$ cat config.mk
export PLATFORM = sky130hd
export DESIGN_NAME = wall_slice_renderer
export DESIGN_NICKNAME = d
export VERILOG_FILES = /design/src/rtl/wall_slice_renderer.sv
export SDC_FILE = /design/constraint.sdc
export NUM_CORES = 1
export LEC_CHECK = 0
export CORE_MARGIN = 2
export CORE_UTILIZATION = 29
export CTS_BUF_LIST = sky130_fd_sc_hd__clkbuf_8
export CTS_CLUSTER_DIAMETER = 80
export CTS_CLUSTER_SIZE = 24
export DETAILED_ROUTE_END_ITERATION = 6
export PLACE_DENSITY_LB_ADDON = 0.3
export SLEW_MARGIN = 20
export SYNTH_ARGS = -nofsm -noshare
export SYNTH_HDL_FRONTEND = slang
export SYNTH_SLANG_ARGS = --single-unit
$ cat constraint.sdc
create_clock -name clk -period 3.42 [get_ports clk]
set_input_delay 0.684 -clock clk [delete_from_list [all_inputs] [get_ports clk]]
set_output_delay 0.684 -clock clk [all_outputs]
set_load 0.01 [all_outputs]
$ cat src/rtl/wall_slice_renderer.sv
// Wall slice renderer: once per line, divides a fixed wall constant by the
// traced visual distance to obtain the wall half-height, then paints each
// pixel of the next line as ceiling, wall or floor around a centre column.
//
// Optional feature macro: WALL_SIDE_SHADE_EN (shade Y-side walls with
// WALL1_COLOR; when undefined every wall uses WALL0_COLOR).
//
// Ports:
//   clk        - sole clock, rising edge
//   reset      - synchronous active-high reset
//   hmax       - end-of-line strobe (one clock)
//   i_side     - wall side of the traced ray, sampled on hmax
//   i_vdist    - UQ7.9 visual distance, sampled on hmax
//   i_hpos     - current horizontal pixel position
//   i_visible  - active display flag
//   o_rgb      - registered {R,G,B} 2-bit-per-channel pixel colour
//   o_busy     - division in progress
//   o_height   - half-height currently on display
module wall_slice_renderer #(
  parameter int unsigned HALF_K      = 256,
  parameter int unsigned H_CENTER    = 320,
  parameter logic [5:0]  CEIL_COLOR  = 6'b000001,
  parameter logic [5:0]  FLOOR_COLOR = 6'b010101,
  parameter logic [5:0]  WALL0_COLOR = 6'b110000,
  parameter logic [5:0]  WALL1_COLOR = 6'b100000
) (
  input  logic        clk,
  input  logic        reset,
  input  logic        hmax,
  input  logic        i_side,
  input  logic [15:0] i_vdist,
  input  logic [9:0]  i_hpos,
  input  logic        i_visible,
  output logic [5:0]  o_rgb,
  output logic        o_busy,
  output logic [9:0]  o_height
);

  localparam logic [17:0] Dividend = 18'(HALF_K << 9);
  localparam logic [4:0]  LastStep = 5'd17;

  typedef enum logic [1:0] {StIdle, StDiv, StDone} state_e;

  state_e      state_q, state_d;
  logic [15:0] vdist_q, vdist_d;
  logic [15:0] rem_q, rem_d;
  logic [17:0] quo_q, quo_d;       // dividend shifts out MSB first, quotient shifts in
  logic [4:0]  cnt_q, cnt_d;
  logic [9:0]  stage_h_q, stage_h_d;
  logic [9:0]  height_q, height_d;
  logic [5:0]  rgb_q, rgb_d;

  logic [16:0] shifted;
  logic [16:0] diff;
  logic [5:0]  wall_color;

`ifdef WALL_SIDE_SHADE_EN
  logic side_q, side_d;
  logic stage_side_q, stage_side_d;
  logic disp_side_q, disp_side_d;
  assign wall_color = disp_side_q ? WALL1_COLOR : WALL0_COLOR;
`else
  logic unused_side;
  assign unused_side = i_side;
  assign wall_color  = WALL0_COLOR;
`endif

  assign shifted = {rem_q, quo_q[17]};
  assign diff    = shifted - {1'b0, vdist_q};

  always_comb begin
    state_d   = state_q;
    vdist_d   = vdist_q;
    rem_d     = rem_q;
    quo_d     = quo_q;
    cnt_d     = cnt_q;
    stage_h_d = stage_h_q;
    height_d  = height_q;
`ifdef WALL_SIDE_SHADE_EN
    side_d       = side_q;
    stage_side_d = stage_side_q;
    disp_side_d  = disp_side_q;
`endif

    unique case (state_q)
      StIdle: ;
      StDiv: begin
        if (shifted >= {1'b0, vdist_q}) begin
          rem_d = diff[15:0];
          quo_d = {quo_q[16:0], 1'b1};
        end else begin
          rem_d = shifted[15:0];
          quo_d = {quo_q[16:0], 1'b0};
        end
        cnt_d = cnt_q + 5'd1;
        if (cnt_q == LastStep) state_d = StDone;
      end
      StDone: begin
        // Zero distance or a too-close wall saturates to the full screen.
        if (vdist_q == 16'd0 || quo_q > 18'(H_CENTER)) stage_h_d = 10'(H_CENTER);
        else                                          stage_h_d = quo_q[9:0];
`ifdef WALL_SIDE_SHADE_EN
        stage_side_d = side_q;
`endif
        state_d = StIdle;
      end
      default: state_d = StIdle;
    endcase

    // A new line always wins: present the last finished result and restart,
    // abandoning any division still in flight.
    if (hmax) begin
      vdist_d  = i_vdist;
      height_d = stage_h_q;
      rem_d    = 16'd0;
      quo_d    = Dividend;
      cnt_d    = 5'd0;
      state_d  = StDiv;
`ifdef WALL_SIDE_SHADE_EN
      side_d      = i_side;
      disp_side_d = stage_side_q;
`endif
    end
  end

  // Span compare in 11-bit signed so a full-height wall reaches column 0
  // and 2*H_CENTER-1 without wrapping.
  logic signed [10:0] hpos_s, left_s, right_s;
  assign hpos_s  = $signed({1'b0, i_hpos});
  assign left_s  = $signed(11'(H_CENTER) - {1'b0, height_q});
  assign right_s = $signed(11'(H_CENTER) + {1'b0, height_q});

  always_comb begin
    rgb_d = 6'd0;
    if (i_visible) begin
      if (hpos_s < left_s)       rgb_d = CEIL_COLOR;
      else if (hpos_s < right_s) rgb_d = wall_color;
      else                       rgb_d = FLOOR_COLOR;
    end
  end

  always_ff @(posedge clk) begin
    if (reset) begin
      state_q   <= StIdle;
      vdist_q   <= 16'd0;
      rem_q     <= 16'd0;
      quo_q     <= 18'd0;
      cnt_q     <= 5'd0;
      stage_h_q <= 10'd0;
      height_q  <= 10'd0;
      rgb_q     <= 6'd0;
`ifdef WALL_SIDE_SHADE_EN
      side_q       <= 1'b0;
      stage_side_q <= 1'b0;
      disp_side_q  <= 1'b0;
`endif
    end else begin
      state_q   <= state_d;
      vdist_q   <= vdist_d;
      rem_q     <= rem_d;
      quo_q     <= quo_d;
      cnt_q     <= cnt_d;
      stage_h_q <= stage_h_d;
      height_q  <= height_d;
      rgb_q     <= rgb_d;
`ifdef WALL_SIDE_SHADE_EN
      side_q       <= side_d;
      stage_side_q <= stage_side_d;
      disp_side_q  <= disp_side_d;
`endif
    end
  end

  assign o_rgb    = rgb_q;
  assign o_busy   = (state_q == StDiv);
  assign o_height = height_q;

endmodule

# Word-level counts from Yosys, hierarchy flattened
# Index checks and enable logic that the tools add are counted.
[classes]
n_addsub = 4
magnitude_cmp = 4
n_eq_ne = 6
n_mux = 10
bitwise_logic = 2
reduce_logical = 9
[ops]
columns = ["op", "count"]
rows = [
  ["two-way mux 18 bit", 2],
  ["< comparator 11 bit", 2],
  ["> comparator 18 x 9 -> 1 bit, second input constant", 1],
  [">= comparator 17 x 16 -> 1 bit", 1],
  ["zero test 16 bit", 1],
  ["two-way mux 16 bit", 1],
  ["subtractor 16 bit", 1],
  ["adder 9 x 10 -> 11 bit, first input constant", 1],
  ["subtractor 9 x 10 -> 11 bit, first input constant", 1],
  ["two-way mux 10 bit", 1],
  ["two-way mux 6 bit", 1],
  ["adder 5 x 1 -> 5 bit, second input constant", 1],
  ["equality test 5 bit, second input constant", 1],
  ["case mux 2 bit (2 select lines)", 1],
  ["AND reduction 2 bit", 2],
  ["OR reduction 2 bit", 2],
  ["two-way mux 1 bit", 3],
  ["!= test 3 x 2 -> 1 bit, second input constant", 1],
  ["OR reduction 3 bit", 1],
  ["equality test 2 x 1 -> 1 bit, second input constant", 1],
  ["equality test 2 bit, second input constant", 1],
  ["zero test 2 bit", 1],
  ["two-way mux 2 bit", 1],
  ["!= test 2 x 1 -> 1 bit, second input constant", 1],
  ["other kinds (4)", 5],
]
[word_totals]
ff_bits = 83
inputBits = 31
output_inout_bits = 17
word_cells = 46

# Longest topological paths before layout
# Gate-level depths: netlist of run 1.
[logic_depth]
ltp_word = 4
depth_mapped = 11
mapped_depth_nobuf = 11

# Least setup slack after synthesis of run 1
# No wires, ideal clock.
[synth_timing]
path_kind = "register to register"
startpoint = "register height_q[0], in the netlist o_height[0]"
endpoint = "register rgb_q[2], in the netlist o_rgb[2]"
setup_ns = 0.114
arrival_ns = 2.328
required_ns = 3.306
setup_slack_ns = 0.978
stages_incl_launch_ff = 12
n_path_buf = 0
synth_period_minus_slack_ns = 2.442
cell_sequence = "dfxtp_1 inv_1 ha_1 nor3b_1 a21oi_1 xor2_1 ha_1 a21o_1 a211o_1 a221o_1 nand2b_1 nor2_1"
[synth_between]
elab_chain_cells = 3
elab_cells_between_ends = 6
classes_between = "add/sub (2); order compare (2); mux (1); reduce/logical (1)"
[synth_rtl]
columns = ["item", "line_no", "rtl"]
rows = [
  ["from (decl)", "50", "logic [9:0] height_q, height_d;"],
  ["from (signal assigned)", "164", "height_q <= height_d;"],
  ["subtractor 9 x 10 -> 11 bit or adder 9 x 10 -> 11 bit (tied branches)", "130, 131", ""],
  ["< comparator 11 bit (on tied branches)", "136, 137", ""],
  ["OR reduction 3 bit (no line) or two-way mux 6 bit (tied branches)", "-", ""],
  ["to (signal assigned)", "165", "rgb_q <= rgb_d;"],
  ["to (decl)", "51", "logic [5:0] rgb_q, rgb_d;"],
]
# Several ways; a longest one is shown, not always the timed one.
# A chain may end at the register's enable or synchronous reset.

# Worst setup path after layout of run 1
[layout_timing]
startpoint = "register quo_q[17]"
endpoint = "register rem_q[12]"
[layout_between]
elab_chain_cells = 2
elab_cells_between_ends = 3
classes_between = "add/sub (1); order compare (1); mux (1)"
[layout_rtl]
columns = ["item", "line_no", "rtl"]
rows = [
  ["from (decl)", "47", "logic [17:0] quo_q, quo_d;"],
  ["from (signal assigned)", "161", "quo_q <= quo_d;"],
  ["subtractor 16 bit or >= comparator 17 x 16 -> 1 bit (tied branches)", "69, 88", ""],
  ["two-way mux 16 bit *", "88", "if (shifted >= {1'b0, vdist_q}) begin"],
  ["to (signal assigned)", "160", "rem_q <= rem_d;"],
  ["to (decl)", "46", "logic [15:0] rem_q, rem_d;"],
]
# Mark *: on every way between the ends. The rest lies on a longest branch, timed or not.

==> results of run 1 <==
[worst max path at each step]
| stage | slack (ns) | endpoint | from |
|---|---|---|---|
| floorplan | 0.98 | o_rgb[2] | o_height[0] |
| global placement | 0.60 | rem_q[12] | reset |
| detailed placement | 0.65 | rem_q[12] | reset |
| CTS | 0.67 | rem_q[12] | quo_q[17] |
| global route | 0.42 | rem_q[12] | quo_q[17] |
| finish | 0.67 | rem_q[12] | quo_q[17] |
[placed cells by master, fill, tap and decap left out, types with 2 or more instances in the layout]
master	instances
a31oi_1	2
or3_1	3
nand2_1	49
o2111ai_1	2
clkbuf_8	9
a211o_1	3
a21oi_1	49
dfxtp_1	81
conb_1	2
clkinv_2	2
nand3_1	11
clkdlybuf4s50_1	43
nor2_1	62
a21oi_2	2
xnor2_1	12
inv_1	34
nand2b_1	14
nor3_1	7
o211ai_1	6
buf_4	6
mux2i_1	31
a21o_1	7
a211oi_1	6
a32oi_1	5
nor3b_1	2
o311ai_0	3
ha_1	40
a22oi_1	8
nor4_1	7
xor2_1	10
nand4_1	7
o21ai_0	21
nor2b_1	3
and3_1	4
[stage by stage]
step | power [uW] | hold slack, ns | utilization (%) | std cells
floorplan | 1321 | 0.4395 | - | 537
global placement | 1438 | 0.4512 | 33.79 | 753
detailed placement | 1445 | 0.4575 | 33.79 | 753
CTS | 2131 | 0.4660 | 35.02 | 769
global route | 2220 | 0.5005 | 35.02 | 769
finish | 2110 | 0.4658 | 35.02 | 769
[kinds of logic after synthesis]
logic type / count (synthesis) / share of synthesized area [%]
flip-flops: 81 / 35.97
AO/OA/AOI/OAI: 127 / 18.07
adder cells (fa/ha/maj): 41 / 11.55
XOR/XNOR: 22 / 4.274
other: 1 / 0.08318
multiplexers: 31 / 6.883
AND/OR/NAND/NOR: 178 / 18.40
buffers and inverters: 55 / 4.774
[power groups by stage]
| stage | Sequential, uW | Clock (uW) | Combinational (uW) |
|---|---|---|---|
| floorplan | 1000 | 0 | 318 |
| global placement | 1010 | 0 | 430 |
| detailed placement | 1010 | 0 | 437 |
| CTS | 986 | 705 | 440 |
| global route | 989 | 737 | 494 |
| finish | 986 | 683 | 440 |
[worst register-to-register path, stage by stage, from the launching register on]
cell and delay [ns]:
dfxtp_1 0.38, inv_1 0.08, ha_1 0.20, fa_1 0.40, nand2b_1 0.19, a211oi_1 0.45
o21bai_1 0.11, a21boi_0 0.25, nor3_1 0.07, or4b_1 0.49, nand2_1 0.06
[sequential cells by signal, indices dropped and copies added (netlist names)]
name       cells
vdist_q       16
state_q        2
quo_q         18
o_rgb          4
o_height      10
cnt_q          5
rem_q         16
stage_h_q     10
[cell type report]
class | count | area, um2
Fill cell | 1531 | 9878
Clock buffer | 9 | 123.9
Clock inverter | 7 | 63.81
Tap cell | 188 | 235.2
Sequential cell | 81 | 1622
Multi-Input combinational cell | 401 | 2675
Timing Repair Buffer | 50 | 480.5
Inverter | 33 | 123.9
[metal layers]
metal | global-route usage, % | up-vias | part of all wire, %
li1 | - | 1984 | -
met1 | 17.07 | 1761 | 50
met2 | 21.38 | 48 | 45
met3 | 2.869 | 16 | 2.4
met4 | 5.754 | 0 | 2.4
met5 | 0 | - | 0
==> flow_summary.json, run 1 <==
{
  "r2r_start": "quo_q[17]",
  "globalplace.congestion": 0.9130,
  "grt_antenna_before_repair": 0,
  "whs_endpoint": "quo_q[15]",
  "num-nets-final": 648,
  "power_density_mw_per_mm2": 396.3,
  "cap_viol_max_count": 0,
  "ant_nets": 0,
  "wire_per_inst_um": 13.60,
  "io_buffers": 44,
  "place_area_mm2": 0.005136,
  "synth_seq_area_share_pct": 35.97,
  "grt_start_max_net_pins": 38,
  "fin_crit_sh_pct": 80.32,
  "clockPowerShare_pct": 32.4,
  "ctsHoldBuffers": 0,
  "outcome": "finished clean",
  "synth_cell_types": 58,
  "arrival_ns": 3.06,
  "reg2regPathDepth": 10,
  "r2r_end": "rem_q[12]",
  "grt_pass1_vias": 3739,
  "route.detailed.drc": 0,
  "rrSetupSlack_ns": 0.67,
  "crit_family": "simple AND/OR/NAND/NOR gates",
  "viasPerCell": 4.953,
  "tritoncts": "built",
  "rsz0062_at_grt": "false",
  "layout-drive-gt1-share_pct": 5.336,
  "path_buf_inv": 1,
  "io_pins": 48,
  "ys.flop_type": "dfxtp_1",
  "cp_slowest_stage_delay_ns": 0.49,
  "synthTopCellsByArea": "dfxtp_1 (36%), ha_1 (11%), mux2i_1 (6.9%), a21oi_1 (5.4%), nor2_1 (5.2%)",
  "cts_resized": 0,
  "clock_skew_ns": 0.007486,
  "synth_area_per_cell_um2": 8.411,
  "synthCells": 536,
  "setup_ws_ns": 0.6732,
  "cts-htree-levels": 3,
  "dieArea_mm2": 0.01656,
  "yosys-top-cells-count": "dfxtp_1 (81), nor2_1 (62), a21oi_1 (49), nand2_1 (49), ha_1 (40)",
  "fmax_mhz": 364.1,
  "critPathLaunchType": "register",
  "worst_pin_slew_ns": 0.7220,
  "clkTransAtPathRegs_ns": 0.08,
  "slew_viol_final": 0,
  "vias": 3809,
  "worstPathMaxFanout": 3,
  "syn2layout_area_growth_pct": 18.10,
  "critPathSlowestCell": "or4b_1",
  "grt_pass1_wl_mm": 17.53,
  "hpwlAfterDp_mm": 7.948,
  "clock_sinks": 81,
  "firstDrtPassIters": 4,
  "path_cells": "inv_1 > ha_1 > fa_1 > nand2b_1 > a211oi_1 > o21bai_1 > a21boi_0 > nor3_1 > or4b_1 > nand2_1",
  "ys_ff_latch": 81,
  "cts_made_buffers": 9,
  "async_flop_share_pct": 0,
  "whs_path_depth": 2,
  "post-route-min-period_ns": 2.747,
  "netlist.area_leader.share_pct": 35.97,
  "start_util_pct": 29.65,
  "p_leak_uw": 0.002095,
  "cp.depth": 10,
  "power_frac_seq_pct": 46.7,
  "synth_edf_count": 0,
  "ir_drop_v": 0.0001547,
  "worst_hold_path_type": "register to register",
  "die_w_um": 128.7,
  "net-switching-power_uw": 622.8,
  "hp-start": "quo_q[14]",
  "clock_path_buffers": 2,
  "crit_path_end_kind": "register",
  "grt_usage_pct": 13.24,
  "combPwrFrac_pct": 20.9,
  "setup_viol": 0,
  "hold_violations": 0,
  "pre_cts_slack_ns": 0.6476,
  "drt_wl_total_mm": 10.46,
  "core_mm2": 0.01520,
  "rows": 45,
  "cts_root_buffer": "clkbuf_8",
  "overflow": 0,
  "first_iter_violations": 245,
  "post-cts-setup-buffers": 0,
  "insertion_delay_ns": 0.37,
  "dieHeight_um": 128.7,
  "path_class": "register to register",
  "p_int_uw": 1487,
  "yosysWarnings": 0,
  "sw_frac_of_total_pct": 29.52,
  "final_area_mm2": 0.005324,
  "antenna_cells": 0,
  "tns_ns": 0,
  "cp.required_ns": 3.73,
  "syn_area_mm2": 0.004508,
  "yosysTopAreaCell": "dfxtp_1",
  "relSlewSlack_pct": 51.69,
  "synth.most_common_cell": "dfxtp_1"
}
Power figures use the tool's default switching activity.
==> run 2, diff against run 1 <==
Clock period 3.42 ns to 2.58 ns, I/O delays scaled along.
==> flow_summary.json, run 2 (synthesis results as in run 1) <==
{
  "tritoncts": "built",
  "route.detailed.drc": 0,
  "grt_start_max_net_pins": 45,
  "setup_viol": 0,
  "highest_layer": "met4",
  "rows": 45,
  "power_density_mw_per_mm2": 544.9,
  "grt_usage_pct": 13.65,
  "cp_slowest_stage_delay_ns": 0.31,
  "fillers": 1550,
  "seqCellArea_mm2": 0.001622,
  "cp.required_ns": 2.84,
  "largest_reg_flops": 18,
  "reg.largest.list": "quo_q (18), rem_q (16), vdist_q (16)",
  "fin_crit_sh_pct": 95.03,
  "clock_skew_ns": 0.01210,
  "first_iter_violations": 200,
  "rsz0062_at_grt": "true",
  "core_mm2": 0.01520,
  "grt_pass1_wl_mm": 18.15,
  "hp-start": "quo_q[13]",
  "cap_viol_max_count": 0,
  "drt_wl_total_mm": 10.86,
  "post-route-min-period_ns": 2.452,
  "path_cells": "inv_1 > ha_4 > nor3b_4 > a21oi_2 > xor2_1 > ha_1 > a21o_1 > a211o_1 > a221o_1 > nand2b_1 > nor2_1",
  "dieArea_mm2": 0.01656,
  "multi_input_area_mm2": 0.002731,
  "m1WireLength_mm": 5.459,
  "critPathSlowestCell": "dfxtp_1",
  "arrival_ns": 2.71,
  "fmax_mhz": 407.9,
  "grt_antenna_before_repair": 0,
  "num-nets-final": 668,
  "start_util_pct": 29.65,
  "worstPathMaxFanout": 3,
  "hold_violations": 0,
  "io_buffers": 44,
  "top_register": "quo_q",
  "cts_made_buffers": 9,
  "dr_wl_met2_mm": 4.842,
  "outcome": "finished clean",
  "clock_path_buffers": 2,
  "viasPerCell": 4.990,
  "clkTransAtPathRegs_ns": 0.09,
  "slew_viol_final": 0,
  "final_common_cell": "dfxtp_1",
  "utilization_pct": 36.70,
  "hpwlAfterDp_mm": 8.096,
  "wire_per_inst_um": 13.77,
  "path_class": "register to register",
  "critPathLaunchType": "register",
  "vias": 3937,
  "crit_path_end_kind": "register",
  "ant_nets": 0,
  "post-cts-setup-buffers": 0,
  "firstDrtPassIters": 4,
  "io_pins": 48,
  "die_w_um": 128.7,
  "overflow": 0,
  "final_cell_mix": "dfxtp_1 (81), nor2_1 (62), nand2_1 (49)",
  "globalplace.congestion": 0.8472,
  "layout-drive-gt1-share_pct": 10.48,
  "p_leak_uw": 0.002232,
  "r2r_start": "o_height[1]",
  "antenna_cells": 0,
  "crit_start": "o_height[1]",
  "total_power_uw": 3040,
  "cts-htree-levels": 3,
  "dieHeight_um": 128.7,
  "ctsHoldBuffers": 0,
  "insertion_delay_ns": 0.37,
  "ir_drop_v": 0.0002160,
  "syn2layout_area_growth_pct": 23.76,
  "worst_hold_path_type": "register to register",
  "wl_met3_um": 295,
  "grt_pass1_vias": 3887,
  "clock_sinks": 81,
  "cts_root_buffer": "clkbuf_8"
}
run 2: routing by layer:
layer | global-route usage, % | vias to the layer above
met2 | 21.85 | 48
met4 | 6.202 | 0
met3 | 2.453 | 19
met5 | 0 | -
li1 | - | 2019
met1 | 17.96 | 1851
run 2: timing repair:
item                                    CTS  global route
endpoints found under the setup margin    3            12
gates resized for setup                   1            13
pin swaps                                 0             3
endpoints found under the hold margin     0             0
run 2: area by class of cell:
cell class                 instances  area share [%]
clock inverter                     5           1.525
sequential                        81           29.06
clock buffer                      11           2.714
multi-input combinational        401           48.96
inverter                          33           2.220
timing repair buffer              70           11.30
tap                              188           4.216
run 2: worst paths after layout:
path                             endpoint  slack, ns  cells past startpoint
worst max-delay path             o_rgb[2]       0.13                     11
worst min-delay path            quo_q[14]       0.47                      2
worst max register to register   o_rgb[2]       0.13                     11
worst min register to register  quo_q[14]       0.47                      2
run 2: through the flow:
step                setup TNS, ns  std cells  setup slack [ns]  hold WS (ns)  instance area, um2
finish                          0        789            0.1283        0.4709                5579
detailed placement       -0.08759        773          -0.04249        0.4619                5286
CTS                             0        789          0.003937        0.4750                5528
global placement                0        773           0.04154        0.4532                5286
floorplan                       0        537            0.1381        0.4395                4512
global route             -0.06796        789          -0.05163        0.5005                5579
run 2: power by group:
group	internal (uW)	leakage, uW	switching, uW
Sequential	1280	0.000658	25.1
Combinational	284	0.00146	345
Clock	605	0.000117	500
Total	2170	0.00223	870
run 2: critical path: cells and delay by family, from the launching register on:
| family | cells | cell delay [ns] |
|---|---|---|
| buffers and inverters | 1 | 0.11 |
| AOI/OAI and AO/OA | 4 | 0.86 |
| adders and majority gates | 2 | 0.47 |
| DFF | 1 | 0.31 |
| and+or+nand+nor | 3 | 0.44 |
| xor gates and xnor gates | 1 | 0.15 |
==> run 3, diff against run 2 <==
Settings changed: CORE_MARGIN 2 to not set.
Clock period 2.58 ns to 2.4 ns, I/O delays scaled along.
==> flow_summary.json, run 3 (synthesis results as in run 1) <==
{
  "outcome": "finished clean",
  "setup_viol": 0,
  "r2r_start": "vdist_q[1]",
  "grt_antenna_before_repair": 0,
  "largest_reg_flops": 18,
  "overflow": 0,
  "final_common_cell": "dfxtp_1",
  "grt_usage_pct": 14.65,
  "power_frac_seq_pct": 42.0,
  "place_area_mm2": 0.005424,
  "timing.hold.ws_ns": 0.4662,
  "firstDrtPassIters": 5,
  "antenna_cells": 0,
  "reg.largest.list": "quo_q (18), rem_q (16), vdist_q (16)",
  "layout-drive-gt1-share_pct": 18.14,
  "net-switching-power_uw": 974.9,
  "final_cell_mix": "dfxtp_1 (72), nor2_1 (61), nand2_1 (49)",
  "setup_ws_ns": 0.03614,
  "critPathLaunchType": "register",
  "crit_start": "vdist_q[1]",
  "dieHeight_um": 126.7,
  "clockPowerShare_pct": 34.8,
  "dieArea_mm2": 0.01605,
  "core_mm2": 0.01520,
  "hp-start": "quo_q[12]",
  "num-nets-final": 690,
  "arrival_ns": 2.68,
  "vias": 4048,
  "tritoncts": "built",
  "worstPathMaxFanout": 5,
  "cts_made_buffers": 9,
  "rsz0062_at_grt": "true",
  "io_pins": 48,
  "hpwlAfterDp_mm": 8.412,
  "p_int_uw": 2372,
  "fmax_mhz": 423.0,
  "sw_frac_of_total_pct": 29.12,
  "clock_sinks": 81,
  "drt_wl_total_mm": 11.34,
  "slew_viol_final": 0,
  "route.detailed.drc": 0,
  "worst_hold_path_type": "register to register",
  "first_iter_violations": 202,
  "grt_pass1_vias": 3901,
  "viasPerCell": 4.991,
  "path_class": "register to register",
  "io_buffers": 44,
  "ant_nets": 0,
  "final_area_mm2": 0.005893,
  "cts-htree-levels": 3,
  "grt_pass1_wl_mm": 18.86,
  "ir_drop_v": 0.0002537,
  "start_util_pct": 29.65,
  "fin_crit_sh_pct": 98.49,
  "clock_skew_ns": 0.006745,
  "reg2regPathDepth": 9,
  "cts_root_buffer": "clkbuf_8",
  "cp.required_ns": 2.71,
  "top_register": "quo_q",
  "utilization_pct": 38.77,
  "p_leak_uw": 0.002357,
  "clkTransAtPathRegs_ns": 0.09,
  "syn2layout_area_growth_pct": 30.72,
  "whs_path_depth": 2,
  "globalplace.congestion": 0.8382,
  "insertion_delay_ns": 0.36,
  "rows": 45,
  "die_w_um": 126.7,
  "combPwrFrac_pct": 23.2,
  "pre_cts_slack_ns": -0.2043,
  "hold_violations": 0,
  "power_density_mw_per_mm2": 568.0,
  "post-route-min-period_ns": 2.364,
  "grt_start_max_net_pins": 36,
  "clock_path_buffers": 2,
  "wire_per_inst_um": 13.98,
  "crit_path_end_kind": "register",
  "cap_viol_max_count": 0
}
-- run 3: repair_timing --
| item | CTS | global route |
|---|---|---|
| resized for setup | 17 | 30 |
| cloned | 0 | 0 |
| setup endpoints to repair | 6 | 19 |
| hold buffers | 0 | 0 |
| setup buffers | 0 | 5 |
| pin swaps | 3 | 13 |
-- run 3: final timing paths --
kind,to,slack [ns]
worst min register to register,quo_q[13],0.47
worst min-delay path,quo_q[13],0.47
worst max-delay path,rem_q[12],0.04
worst max register to register,rem_q[12],0.04
-- run 3: layer usage --
| layer | GRT usage [%] | part of all wire, % |
|---|---|---|
| met5 | 0 | 0 |
| met4 | 5.462 | 1.7 |
| met3 | 2.446 | 3.0 |
| met2 | 24.08 | 47 |
| met1 | 19.27 | 48 |
-- run 3: area by class of cell --
type	instances	area, um2
Timing Repair Buffer	92	795.8
Multi-Input combinational cell	401	2878
Tap cell	188	235.2
Clock inverter	6	90.09
Inverter	33	123.9
Clock buffer	10	137.6
Sequential cell	81	1633
Fill cell	1533	9309
-- run 3: worst max-delay path: stages, from the launching register on --
cell and delay [ns]:
dfxtp_2 0.40, inv_1 0.07, ha_1 0.30, nand2b_1 0.09
a21oi_2 0.19, o21ai_2 0.10, a211o_1 0.36, and2_4 0.21
or4b_1 0.52, nand2_1 0.07
-- run 3: power groups by stage --
stage	logic [uW]	clock network, uW	registers (uW)
6_report	778	1160	1410
5_1_grt	859	1250	1410
4_1_cts	721	1190	1400
3_5_place_dp	707	0	1430
3_3_place_gp	694	0	1430
2_1_floorplan	453	0	1430
-- run 3: through the flow --
step                      TNS [ns]  power, uW  instances
after global placement     -0.5140       2127        791
after CTS                        0       3318        807
after floorplan                  0       1882        537
after detailed placement   -0.9647       2142        791
after global routing       -0.3495       3516        811
final                            0       3347        811
